`src/rtl/meter_seg_scan_if.sv`:
```
// Display-stage bus for meter_seg_scan: value/point/enable in, busy and
// multiplexed seven-segment drive out.
interface meter_seg_scan_if;
    logic [19:0] data_in;
    logic [5:0]  point;
    logic        seg_en;
    logic        conv_busy;
    logic [5:0]  sel;
    logic [7:0]  seg;

    modport master (output data_in, point, seg_en, input conv_busy, sel, seg);
    modport slave  (input data_in, point, seg_en, output conv_busy, sel, seg);
endinterface

```
`src/rtl/meter_seg_scan.sv`:
```
// Binary-to-BCD double-dabble converter feeding a six-digit common-anode scan.
// Define SEG_LZ_BLANK_EN to blank leading zeros not covered by a decimal point.
module meter_seg_scan #(
    parameter logic [15:0] CNT_SCAN = 16'd49_999
) (
    input  logic           sys_clk,
    input  logic           sys_rst,
    meter_seg_scan_if.slave bus
);

    typedef enum logic [1:0] {IDLE, SHIFT, DONE} conv_state_t;

    conv_state_t state;
    logic [19:0] src_q;
    logic [19:0] bin_q;
    logic [23:0] bcd_work;
    logic [23:0] bcd_adj;
    logic [23:0] bcd_q;
    logic [4:0]  bit_cnt;
    logic [19:0] bin_load;

    logic [15:0] scan_cnt;
    logic [2:0]  dig_idx;
    logic [3:0]  nib;
    logic        dp_bit;
    logic        blank_bit;
    logic [5:0]  blank;

    function automatic logic [6:0] font(input logic [3:0] d);
        case (d)
            4'd0:    font = 7'h40;
            4'd1:    font = 7'h79;
            4'd2:    font = 7'h24;
            4'd3:    font = 7'h30;
            4'd4:    font = 7'h19;
            4'd5:    font = 7'h12;
            4'd6:    font = 7'h02;
            4'd7:    font = 7'h78;
            4'd8:    font = 7'h00;
            4'd9:    font = 7'h10;
            default: font = 7'h7F;
        endcase
    endfunction

    assign bin_load = (bus.data_in > 20'd999_999) ? 20'd999_999 : bus.data_in;

    always_comb begin
        bcd_adj = bcd_work;
        for (int i = 0; i < 6; i++) begin
            if (bcd_work[4*i +: 4] >= 4'd5)
                bcd_adj[4*i +: 4] = bcd_work[4*i +: 4] + 4'd3;
        end
    end

    // src_q holds the raw input so an out-of-range value does not retrigger
    // conversion every time it is compared against the saturated result.
    always_ff @(posedge sys_clk) begin
        if (sys_rst) begin
            state         <= IDLE;
            src_q         <= '0;
            bin_q         <= '0;
            bcd_work      <= '0;
            bcd_q         <= '0;
            bit_cnt       <= '0;
            bus.conv_busy <= 1'b0;
        end else begin
            case (state)
                IDLE: begin
                    if (bus.data_in != src_q) begin
                        src_q         <= bus.data_in;
                        bin_q         <= bin_load;
                        bcd_work      <= '0;
                        bit_cnt       <= '0;
                        bus.conv_busy <= 1'b1;
                        state         <= SHIFT;
                    end
                end
                SHIFT: begin
                    {bcd_work, bin_q} <= {bcd_adj, bin_q} << 1;
                    bit_cnt           <= bit_cnt + 5'd1;
                    if (bit_cnt == 5'd19)
                        state <= DONE;
                end
                DONE: begin
                    bcd_q         <= bcd_work;
                    bus.conv_busy <= 1'b0;
                    state         <= IDLE;
                end
                default: state <= IDLE;
            endcase
        end
    end

`ifdef SEG_LZ_BLANK_EN
    logic lz_run;
    always_comb begin
        blank  = '0;
        lz_run = 1'b1;
        for (int i = 5; i >= 1; i--) begin
            lz_run   = lz_run & (bcd_q[4*i +: 4] == 4'd0) & ~bus.point[i];
            blank[i] = lz_run;
        end
    end
`else
    assign blank = '0;
`endif

    always_comb begin
        nib       = bcd_q[3:0];
        dp_bit    = bus.point[0];
        blank_bit = blank[0];
        case (dig_idx)
            3'd1: begin nib = bcd_q[7:4];   dp_bit = bus.point[1]; blank_bit = blank[1]; end
            3'd2: begin nib = bcd_q[11:8];  dp_bit = bus.point[2]; blank_bit = blank[2]; end
            3'd3: begin nib = bcd_q[15:12]; dp_bit = bus.point[3]; blank_bit = blank[3]; end
            3'd4: begin nib = bcd_q[19:16]; dp_bit = bus.point[4]; blank_bit = blank[4]; end
            3'd5: begin nib = bcd_q[23:20]; dp_bit = bus.point[5]; blank_bit = blank[5]; end
            default: ;
        endcase
    end

    // The segment register follows bcd_q every cycle, so a fresh conversion
    // shows up mid-dwell instead of at the next digit boundary.
    always_ff @(posedge sys_clk) begin
        if (sys_rst || !bus.seg_en) begin
            scan_cnt <= '0;
            dig_idx  <= '0;
            bus.sel  <= 6'h3F;
            bus.seg  <= 8'hFF;
        end else begin
            if (scan_cnt == CNT_SCAN) begin
                scan_cnt <= '0;
                dig_idx  <= (dig_idx == 3'd5) ? 3'd0 : dig_idx + 3'd1;
            end else begin
                scan_cnt <= scan_cnt + 16'd1;
            end
            bus.sel <= ~(6'b1 << dig_idx);
            bus.seg <= {~dp_bit, blank_bit ? 7'h7F : font(nib)};
        end
    end

endmodule

```
`src/flat_wrapper.sv`:
```
// flat-port wrapper written by rule: the top's interface ports become plain ports
module meter_seg_scan_flat 
#(
    parameter logic [15:0] CNT_SCAN = 16'd49_999
)
  (sys_clk, sys_rst, bus_data_in, bus_point, bus_seg_en, bus_conv_busy, bus_sel, bus_seg);
  meter_seg_scan_if bus_i ();
  input  logic sys_clk;
  input  logic sys_rst;
  input wire logic [$bits(bus_i.data_in)-1:0] bus_data_in;
  input wire logic [$bits(bus_i.point)-1:0] bus_point;
  input wire logic [$bits(bus_i.seg_en)-1:0] bus_seg_en;
  output wire logic [$bits(bus_i.conv_busy)-1:0] bus_conv_busy;
  output wire logic [$bits(bus_i.sel)-1:0] bus_sel;
  output wire logic [$bits(bus_i.seg)-1:0] bus_seg;
  assign bus_i.data_in = bus_data_in;
  assign bus_i.point = bus_point;
  assign bus_i.seg_en = bus_seg_en;
  assign bus_conv_busy = bus_i.conv_busy;
  assign bus_sel = bus_i.sel;
  assign bus_seg = bus_i.seg;
  meter_seg_scan #(.CNT_SCAN(CNT_SCAN)) u_core (.sys_clk(sys_clk), .sys_rst(sys_rst), .bus(bus_i));
endmodule
```
`config.mk`:
```
export PLATFORM = sky130hd
export DESIGN_NAME = meter_seg_scan_flat
export DESIGN_NICKNAME = d
export VERILOG_FILES = /design/src/rtl/meter_seg_scan_if.sv /design/src/rtl/meter_seg_scan.sv /design/src/flat_wrapper.sv
export SDC_FILE = /design/constraint.sdc
export NUM_CORES = 1
export LEC_CHECK = 0
export ABC_AREA = 1
export BUFFER_PORTS_ARGS = -buffer_cell sky130_fd_sc_hd__buf_4
export CAP_MARGIN = 40
export CORE_MARGIN = 3
export CORE_UTILIZATION = 45
export DETAILED_ROUTE_END_ITERATION = 8
export PLACE_DENSITY = 0.64
export SYNTH_ARGS = -nofsm -noshare
export SYNTH_HDL_FRONTEND = slang
export SYNTH_SLANG_ARGS = --single-unit
```
`constraint.sdc`:
```
create_clock -name sys_clk -period 2.85 [get_ports sys_clk]
set_clock_uncertainty 0.2 [all_clocks]
set_input_delay 0.285 -clock sys_clk [delete_from_list [all_inputs] [get_ports sys_clk]]
set_output_delay 0.285 -clock sys_clk [all_outputs]
set_load 0.01 [all_outputs]
```
==> reports/metrics.cfg, run 1 <==
[status]
status = finished clean

[floorplanning]
initial_core_util_pct = 47.02
ios = 44
die-area_mm2 = 0.01563
fp.dieW_um = 125.0
fp.dieH_um = 125.0
coreArea_mm2 = 0.01356
num_rows = 42

[sta]
hold_violations = 0
clock.fmax_mhz = 418.1
timing.setup.tns_ns = 0
slew_headroom_pct = 51.45
tightest_slew_ns = 0.7227
rsz0062_at_grt = no
layout_min_cycle_time_ns = 2.392
min_period_over_period_pct = 83.92
timing.hold.ws_ns = 0.04146
drv_slew = 0
setup_violations = 0

[place]
placed_cells = 1115
numPortBuffers = 43
dp_hpwl_mm = 9.869
gp_congestion = 0.8435

[critical_path]
criticalPathCategory = register to register
end_kind = register
critical_path.slowest_cell = nor3_1
reg2reg_from = u_core.dig_idx[2]
required_ns = 2.96
cp_slowest_stage_delay_ns = 0.57
setup.worst_path.start = u_core.dig_idx[2]
worst-endpoint-arrival_ns = 2.50
cp_cell_sequence = inv_2, nor3_1, a22o_1, a21oi_1, nand3_1, o211ai_1, dlygate4sd3_1
cp-start-kind = register
critPathMaxFanout = 7

[logic_synthesis]
yosys.area_share.simple_pct = 28.13
yosysWarnings = 0
syn_nets = 972
seq_area_frac_synth_pct = 40.51
synth_area_mm2 = 0.006375
synth_top_family_by_area = simple AND/OR/NAND/NOR gates
synth.top_cells.by_area = dfxtp_1, nand2_1, a21oi_1, nand3_1, inv_1
ys_ff_latch = 129
yosysTopAreaCell = dfxtp_1
synth_xor_area_share_pct = 1.374
synth_top_cell_area_share_pct = 40.51
synth_fa_ha_area_share_pct = 3.533
muxShareOfSynthArea_pct = 0
synthCells = 925
avgSynthCellArea_um2 = 6.892
synth_compound_area_share_pct = 16.53
synth.distinct_cells = 37

[drt]
routed_wirelength_mm = 14.69
route.detailed.drc = 0
num_vias = 5864
wl_per_cell_um = 12.56
via_per_inst = 5.016
firstDrtPassIters = 5
final_antenna_net_count = 0
drtIter0Drc = 425

[power]
p_leak_uw = 0.003261
p_total_uw = 4569
irDropWorstVdd_mv = 0.4473
p_per_area_mw_per_mm2 = 595.7

[cells_and_area]
nFillCells = 1336
layout_commonest_cell = nand2_1
drive_above_1_share_pct = 10.57
final_cell_mix = nand2_1, dfxtp_1, a21oi_1
antenna_cells = 0
area_growth_pct = 20.31
nets = 1027
final_cells = 1169

[global_routing]
track_usage_pct = 19.31
overflow = 0
grt_start_max_net_pins = 41
antenna_found_initial = 0
first_global_vias = 5394
grt_pass1_wl_mm = 25.16

[clocking]
clockBufferDepth = 2
root_buffer = clkbuf_16
cts_tree = built
cts_resized = 0
h-tree-depth = 4
cts_made_buffers = 17
clk_latency_ns = 0.43
cts.sinks = 129
clk_pin_slew_ns = 0.06

[min_path]
hold_path.class = input pin to register
hp-start = sys_rst

[flow_run]
drv_cap = 0

## logic make-up (layout without fill, tap and decap cells)
| family | after synthesis | in the layout |
|---|---|---|
| AO/OA/AOI/OAI | 197 | 197 |
| adder cells (fa/ha/maj) | 18 | 18 |
| AND/OR/NAND/NOR | 415 | 415 |
| buffers and inverters | 156 | 224 |
| flip-flops | 129 | 129 |
| XOR/XNOR | 10 | 10 |
## synth_stat cells
master	count
a21boi_4	1
a21oi_1	111
a21oi_4	1
a22o_1	1
a31oi_1	2
and3_1	1
buf_1	5
buf_2	2
buf_4	2
buf_6	5
clkbuf_1	28
dfxtp_1	129
ha_1	18
inv_1	110
inv_2	4
nand2_1	209
nand2_2	3
nand2_4	1
nand3_1	90
nand3b_1	8
nand4_1	10
nor2_1	68
nor3_1	15
nor3_2	1
nor3b_1	2
nor4_1	1
o211ai_1	4
o21a_1	2
o21ai_0	69
o21ai_2	1
o21ai_4	1
o21bai_1	1
o22ai_1	3
or2_0	2
or2_2	4
xnor2_1	1
xor2_1	9
## area by class of cell
cell class	count	area [um2]	area share, %
repair buffers	78	653.1	8.515
flip-flops and latches	129	2582	33.67
multi-input cells	640	3164	41.26
well taps	176	220.2	2.871
clock buffers	22	464.2	6.052
clock inverters	10	157.7	2.055
inverters	114	427.9	5.579
## worst paths after layout
path                            cells past startpoint  slack [ns]           endpoint
worst max-delay path                                7        0.46  u_core.bus.seg[7]
worst max register to register                      7        0.46  u_core.bus.seg[7]
worst min-delay path                                2        0.04   u_core.bin_q[11]
worst min register to register                      2        0.25   u_core.bcd_q[23]
## flip-flops by register name, indices dropped and copies added, names as in the netlist
register,flops
u_core.scan_cnt,16
u_core.bus.seg,8
u_core.bus.conv_busy,1
u_core.src_q,20
u_core.state,2
u_core.bcd_work,24
u_core.bit_cnt,5
u_core.bin_q,20
u_core.dig_idx,3
u_core.bus.sel,6
u_core.bcd_q,24
## repair_timing
item | in CTS | in global routing
hold endpoints to repair | 25 | 0
hold buffers | 22 | 0
buffers inserted | 0 | 0
## power by group
part	total, uW	switching, uW	internal (uW)
logic	379	226	152
registers	1890	29.7	1860
clock network	2300	797	1500
## through the flow
stage | util [%] | cell area [um2] | setup slack, ns
4_1_cts | 56.57 | 7670 | 0.4622
2_1_floorplan | - | 6375 | 0.8556
5_1_grt | 56.57 | 7670 | 0.1236
3_5_place_dp | 50.36 | 6828 | 0.4830
6_report | 56.57 | 7670 | 0.4584
3_3_place_gp | 50.36 | 6828 | 0.5262
## critical path: cells and delay by family, from the launching register on
family,cells,cell delay (ns)
compound gates,3,0.36
flops,1,0.39
simple gates,2,0.65
buf+inv,2,0.67
## routing by layer
metal / GRT usage, % / vias up / wire [um]
met2: 30.31 / 123 / 6707
met4: 7.462 / 0 / 191
li1: - / 3125 / -
met5: 0 / - / 0
met3: 4.733 / 15 / 693
met1: 25.74 / 2601 / 7094
Note: power is estimated with default switching activity, not from simulation.
==> inputs of run 2 (changes only) <==
- ABC_AREA: 1 -> 0
- PLACE_DENSITY: 0.64 -> 0.67
- clock period: 2.85 -> 2 ns (I/O delays scaled with it)
==> run 2 against run 1 <==
  * The run now ends with setup timing left
  * Sequential power grew 43%
  * Power rose by 46%
  * Setup slack got worse by 0.67 ns
  * Non-clock buffer count grew 71
  * Largest cell class unchanged
  * Largest power group unchanged
==> reports/metrics.cfg, run 2 <==
[status]
status = complete, but fails checks
violations = setup timing

[logic_synthesis]
synth_common_cells = dfxtp_1, nand2_1, nor2_1, a21oi_1, nand3_1
synth_edf_count = 0  ; unchanged
yosysWarnings = 0  ; unchanged
synth_area_mm2 = 0.005927  ; -7.0%
synthArstFlopShare_pct = 0  ; unchanged
syn_nets = 735  ; -24%
synth.top_cells.by_area = dfxtp_1, nand2_1, nor2_1, xor2_1, a21oi_1
synth.distinct_cells = 60  ; +62%
synthMostInstantiatedCell = dfxtp_1
yosysTopAreaCell = dfxtp_1
synthCells = 688  ; -26%
synth_top_cell_area_share_pct = 43.57  ; +3.1 points
avgSynthCellArea_um2 = 8.615  ; +25%
synth-main-ff-cell = dfxtp_1
ys_ff_latch = 129  ; unchanged
seq_area_frac_synth_pct = 43.57  ; +3.1 points

[sta]
layout_min_cycle_time_ns = 2.212  ; -0.1795 ns
rsz0062_at_grt = yes
worst_slack_ns = -0.2122  ; -0.6705 ns
min_period_over_period_pct = 110.6  ; +27 points
slew_headroom_pct = 60.99  ; +9.5 points
setup_violations = 77  ; +77
timing.hold.ws_ns = 0.01748  ; -0.02398 ns
hold_violations = 0  ; unchanged
tightest_slew_ns = 0.5830  ; -0.1397 ns
clock.fmax_mhz = 452.0  ; +8.1%
timing.setup.tns_ns = -10.41  ; -10.41 ns
drv_slew = 0  ; unchanged

[critical_path]
cp-start-kind = register
rr_worst_depth = 7  ; unchanged
reg2reg_from = u_core.src_q[12]
critPathMaxFanout = 8  ; +1
setup.worst_path.start = u_core.src_q[12]
r2r-end = u_core.bcd_work[16]
end_kind = register
criticalPathCategory = register to register
crit_end = u_core.bcd_work[16]
worst-endpoint-arrival_ns = 2.38  ; -0.12 ns
rrSetupSlack_ns = -0.21  ; -0.67 ns
required_ns = 2.17  ; -0.79 ns

[cells_and_area]
final_cell_mix = dfxtp_1, buf_4, nand2_1
nFillCells = 953  ; -29%
drive_above_1_share_pct = 26.97  ; +16 points
antenna_cells = 0  ; unchanged
layout_commonest_cell = dfxtp_1
reg.largest.list = u_core.bcd_q: 24 flops, u_core.bcd_work: 24 flops
nets = 872  ; -15%
area_growth_pct = 38.72

[global_routing]
grt_start_max_net_pins = 39  ; -4.9%
track_usage_pct = 21.97  ; +2.7 points
grt_pass1_wl_mm = 25.78  ; +2.5%
overflow = 0  ; unchanged
antenna_found_initial = 0  ; unchanged
first_global_vias = 5482  ; +1.6%

[clocking]
clk_latency_ns = 0.42  ; about the same
cts_tree = built
clk_pin_slew_ns = 0.06  ; about the same
cts_made_buffers = 17  ; unchanged
cts.sinks = 129  ; unchanged
h-tree-depth = 4  ; unchanged
clockBufferDepth = 2  ; unchanged
root_buffer = clkbuf_16

[drt]
num_vias = 5515  ; -6.0%
wl_per_cell_um = 15.79  ; +26%
routed_wirelength_mm = 15.95  ; +8.6%
firstDrtPassIters = 5  ; unchanged
via_per_inst = 5.460  ; +8.9%
final_antenna_net_count = 0  ; unchanged
drtIter0Drc = 270  ; -36%
route.detailed.drc = 0  ; unchanged

[place]
numPortBuffers = 43  ; unchanged
gp_congestion = 0.8669  ; +2.8%
pre_cts_ws_ns = -0.2737  ; -0.7567 ns
dp_hpwl_mm = 9.872  ; about the same

[floorplanning]
coreArea_mm2 = 0.01277  ; -5.8%
initial_core_util_pct = 46.40  ; -0.62 points
fp.dieH_um = 120.8  ; -3.4%
fp.dieW_um = 120.8  ; -3.4%
ios = 44  ; unchanged
num_rows = 41  ; -2.4%
die-area_mm2 = 0.01458  ; -6.7%

[flow_run]
drv_cap = 0  ; unchanged

[power]
p_leak_uw = 0.003249  ; -0.35%
p_per_area_mw_per_mm2 = 810.8  ; +36%
irDropWorstVdd_mv = 0.5815  ; +30%

[min_path]
hold_path.class = input pin to register

## run 2: cell type report
| type | count | area (um2) | area share, % |
|---|---|---|---|
| multi-input combinational | 507 | 3352 | 40.77 |
| sequential | 129 | 2604 | 31.67 |
| timing repair buffer | 149 | 1330 | 16.18 |
| clock buffer | 18 | 429.2 | 5.220 |
| tap | 172 | 215.2 | 2.618 |
| clock inverter | 14 | 212.7 | 2.587 |
| inverter | 21 | 78.83 | 0.9588 |
## run 2: power by group
part	internal [uW]	total, uW	switching [uW]
logic	298	600	302
clock network	2210	3370	1160
registers	2650	2700	50.7
total	5150	6670	1510
## run 2: routing by layer
metal / wire length, um / share of wire (%) / GRT usage, %
met5: 0 / 0 / 0
met4: 630 / 3.9 / 9.703
met3: 706 / 4.4 / 5.800
met2: 8073 / 51 / 39.12
met1: 6541 / 41 / 24.55
## run 2: stage by stage
| step | util, % | instances | power [uW] | area [um2] |
|---|---|---|---|---|
| final | 64.36 | 1010 | 6666 | 8222 |
| after detailed placement | 52.97 | 929 | 3203 | 6766 |
| after CTS | 62.32 | 1003 | 6659 | 7960 |
| after global routing | 64.36 | 1010 | 6872 | 8222 |
| after floorplan | - | 688 | 3003 | 5952 |
| after global placement | 52.97 | 929 | 3189 | 6766 |
## run 2: critical path, stage by stage, from the launching register on
cell and delay, ns:
dfxtp_2 0.33, xor2_2 0.20, nor4_4 0.32, nand3_2 0.15
buf_4 0.19, o31a_4 0.38, nor2_4 0.21, a22o_1 0.16
## run 2: kinds of logic (layout without fill, tap and decap cells)
kind of cell / Yosys count / after routing / synth area share (%)
flip-flops: 129 / 129 / 43.57
AND/OR/NAND/NOR: 274 / 277 / 21.45
multiplexers: 21 / 21 / 3.568
buffers and inverters: 56 / 202 / 4.602
adder cells (fa/ha/maj): 18 / 18 / 3.800
XOR/XNOR: 45 / 45 / 6.650
AO/OA/AOI/OAI: 145 / 146 / 16.36
## run 2: worst min-delay path by stage
stage	start	endpoint	cells past startpoint
detailed placement	u_core.scan_cnt[0]	u_core.scan_cnt[0]	1
global placement	u_core.scan_cnt[0]	u_core.scan_cnt[0]	1
global route	bus_seg_en	u_core.bus.seg[1]	3
floorplan	bus_data_in[4]	u_core.src_q[4]	2
CTS	bus_data_in[11]	u_core.bin_q[11]	4
finish	bus_seg_en	u_core.bus.seg[1]	3
## run 2: timing repair
action,in CTS,in global routing
pin swaps,33,24
resized for setup,38,46
hold buffers,24,0
endpoints found under the hold margin,38,0
setup endpoints to repair,73,81
buffers inserted,11,6
cloned,7,1
==> inputs of run 3 (changes only) <==
- RECOVER_POWER: default -> 50
- TNS_END_PERCENT: default -> 20
==> run 3 against run 2 <==
  * The run still ends with setup timing left
  * Final area increased by 1.1%
  * Utilization grew 0.70 points
  * Cell count rose by 0.99%
  * Sequential cell count stayed put
  * Power is 3.5% lower
  * Critical endpoint is now u_core.src_q[16]
  * Largest power group unchanged
==> reports/metrics.cfg, run 3 (same netlist as run 2, synthesis figures left out) <==
[flow_run]
drv_cap = 0  ; unchanged

[power]
p_per_area_mw_per_mm2 = 774.0  ; -4.5%
p_leak_uw = 0.003269  ; +0.60%
p_total_uw = 6433  ; -3.5%
irDropWorstVdd_mv = 0.7764  ; +34%

[cells_and_area]
final_cell_mix = dfxtp_1, nand2_1, buf_4
reg.largest.list = u_core.bcd_q: 24 flops, u_core.bcd_work: 24 flops
area_growth_pct = 40.22
layout_commonest_cell = dfxtp_1
antenna_cells = 0  ; unchanged
nets = 882  ; +1.1%
drive_above_1_share_pct = 25.47  ; -1.5 points

[global_routing]
first_global_vias = 5412  ; -1.3%
antenna_found_initial = 0  ; unchanged
grt_start_max_net_pins = 43  ; +10%
track_usage_pct = 21.77  ; -0.20 points
grt_pass1_wl_mm = 25.57  ; -0.80%
overflow = 0  ; unchanged

[min_path]
holdPathEnd = u_core.bus.seg[7]
hold_depth = 4  ; +1
hold_path.class = input pin to register
hp-start = bus_point[4]

[clocking]
cts_tree = built
cts.sinks = 129  ; unchanged
clk_pin_slew_ns = 0.06  ; about the same
cts_made_buffers = 17  ; unchanged
root_buffer = clkbuf_16
clockBufferDepth = 2  ; unchanged
h-tree-depth = 4  ; unchanged
clk_latency_ns = 0.42  ; about the same

[critical_path]
critPathMaxFanout = 5  ; -3
end_kind = register
criticalPathCategory = register to register
rr_worst_depth = 8  ; +1
cp_cell_sequence = xor2_2, nor4_2, nand3_2, o21ai_4, buf_6, clkbuf_16, mux2i_1, nor2_1
cp_slowest_stage_delay_ns = 0.33  ; -0.05 ns
critical_path.slowest_cell = dfxtp_2
cp-start-kind = register
reg2reg_from = u_core.src_q[11]
cp_num_buf_inv = 2  ; +1
worst-endpoint-arrival_ns = 2.30  ; -0.08 ns
rrSetupSlack_ns = -0.22  ; about the same
required_ns = 2.08  ; -0.09 ns
cp_top_family = simple AND/OR/NAND/NOR gates
r2r-end = u_core.src_q[16]

[place]
numPortBuffers = 43  ; unchanged
gp_congestion = 0.8631  ; -0.44%
pre_cts_ws_ns = -0.2999  ; -0.02613 ns
dp_hpwl_mm = 9.750  ; -1.2%

[status]
status = complete, but fails checks
violations = setup timing

[sta]
clock.fmax_mhz = 451.2  ; -0.18%
timing.setup.tns_ns = -8.401  ; +2.008 ns
drv_slew = 0  ; unchanged
layout_min_cycle_time_ns = 2.216  ; +0.004087 ns
hold_violations = 0  ; unchanged
setup_violations = 74  ; -3.9%
worst_slack_ns = -0.2163  ; -0.004087 ns
timing.hold.ws_ns = 0.04567  ; +0.02819 ns
slew_headroom_pct = 56.04  ; -5.0 points
rsz0062_at_grt = yes
min_period_over_period_pct = 110.8  ; +0.20 points
tightest_slew_ns = 0.6594  ; +0.07647 ns

[drt]
via_per_inst = 5.365  ; -1.8%
final_antenna_net_count = 0  ; unchanged
num_vias = 5472  ; -0.78%
routed_wirelength_mm = 15.89  ; -0.38%
drtIter0Drc = 431  ; +60%
wl_per_cell_um = 15.58  ; -1.4%
route.detailed.drc = 0  ; unchanged
firstDrtPassIters = 4  ; -1

[floorplanning]
ios = 44  ; unchanged
initial_core_util_pct = 46.40  ; unchanged
die-area_mm2 = 0.01458  ; unchanged
num_rows = 41  ; unchanged
fp.dieH_um = 120.8  ; unchanged
coreArea_mm2 = 0.01277  ; unchanged
fp.dieW_um = 120.8  ; unchanged

## run 3: cell types whose count changed in the layout (fill, tap and decap cells not counted), moves of 4 or more
cell,delta
buf_4,-18
clkbuf_1,+18
a21oi_2,-4
dlygate4sd3_1,+15
xor2_2,+5
dfxtp_1,-4
xor2_1,-5
nor4_2,+4
buf_6,-6
dfxtp_2,+4
## run 3: what timing repair did
| item | 4_1_cts | 5_1_grt |
|---|---|---|
| gates resized for setup | 30 | 68 |
| cloned | 5 | 2 |
| buffers inserted | 5 | 3 |
| hold endpoints to repair | 45 | 2 |
| endpoints found under the setup margin | 74 | 95 |
| pin swaps | 36 | 32 |
| hold buffers | 38 | 1 |
## run 3: report_power, final
group	switching, uW	internal [uW]
clock	1110	2020
combinational	302	295
sequential	56.2	2650
total	1470	4960
## run 3: tightest hold or removal path, cell delays in order
cell,delay [ns]
buf_4,0.07
o21ai_0,0.07
a21oi_1,0.13
o221ai_1,0.13
## run 3: per-stage QoR
step                      utilization, %  instances  instance area, um2
final                              65.06       1020                8310
after floorplan                        -        688                5943
after detailed placement           53.35        934                6815
after global placement             53.35        934                6815
after global routing               65.06       1020                8310
after CTS                          62.73       1014                8013
## run 3: how the worst max path moves through the flow
| stage | cells after the start | from | slack, ns | to |
|---|---|---|---|---|
| final | 8 | u_core.src_q[11] | -0.22 | u_core.src_q[16] |
| after global routing | 8 | u_core.src_q[11] | -0.31 | u_core.src_q[16] |
| after CTS | 8 | u_core.src_q[8] | -0.14 | u_core.src_q[5] |
| after detailed placement | 7 | u_core.dig_idx[2] | -0.30 | u_core.bus.seg[3] |
| after global placement | 7 | u_core.dig_idx[0] | -0.20 | u_core.bus.seg[0] |
| after floorplan | 7 | u_core.dig_idx[1] | -0.13 | u_core.bus.seg[0] |
## run 3: area by class of cell
| cell class | count | area, um2 |
|---|---|---|
| multi-input combinational | 507 | 3445 |
| sequential | 129 | 2609 |
| tap | 172 | 215.2 |
| inverter | 21 | 78.83 |
| clock inverter | 10 | 133.9 |
| timing repair buffer | 159 | 1365 |
| clock buffer | 22 | 464.2 |
| fill | 1001 | 4463 |
## run 3: routing by layer
layer	share of wire, %	routed length [um]	track usage, %	vias to the layer above
li1	-	-	-	2692
met4	2.8	450	9.915	0
met3	3.9	619	5.285	35
met2	52	8252	38.39	113
met5	0	0	0	-
met1	41	6568	24.82	2632
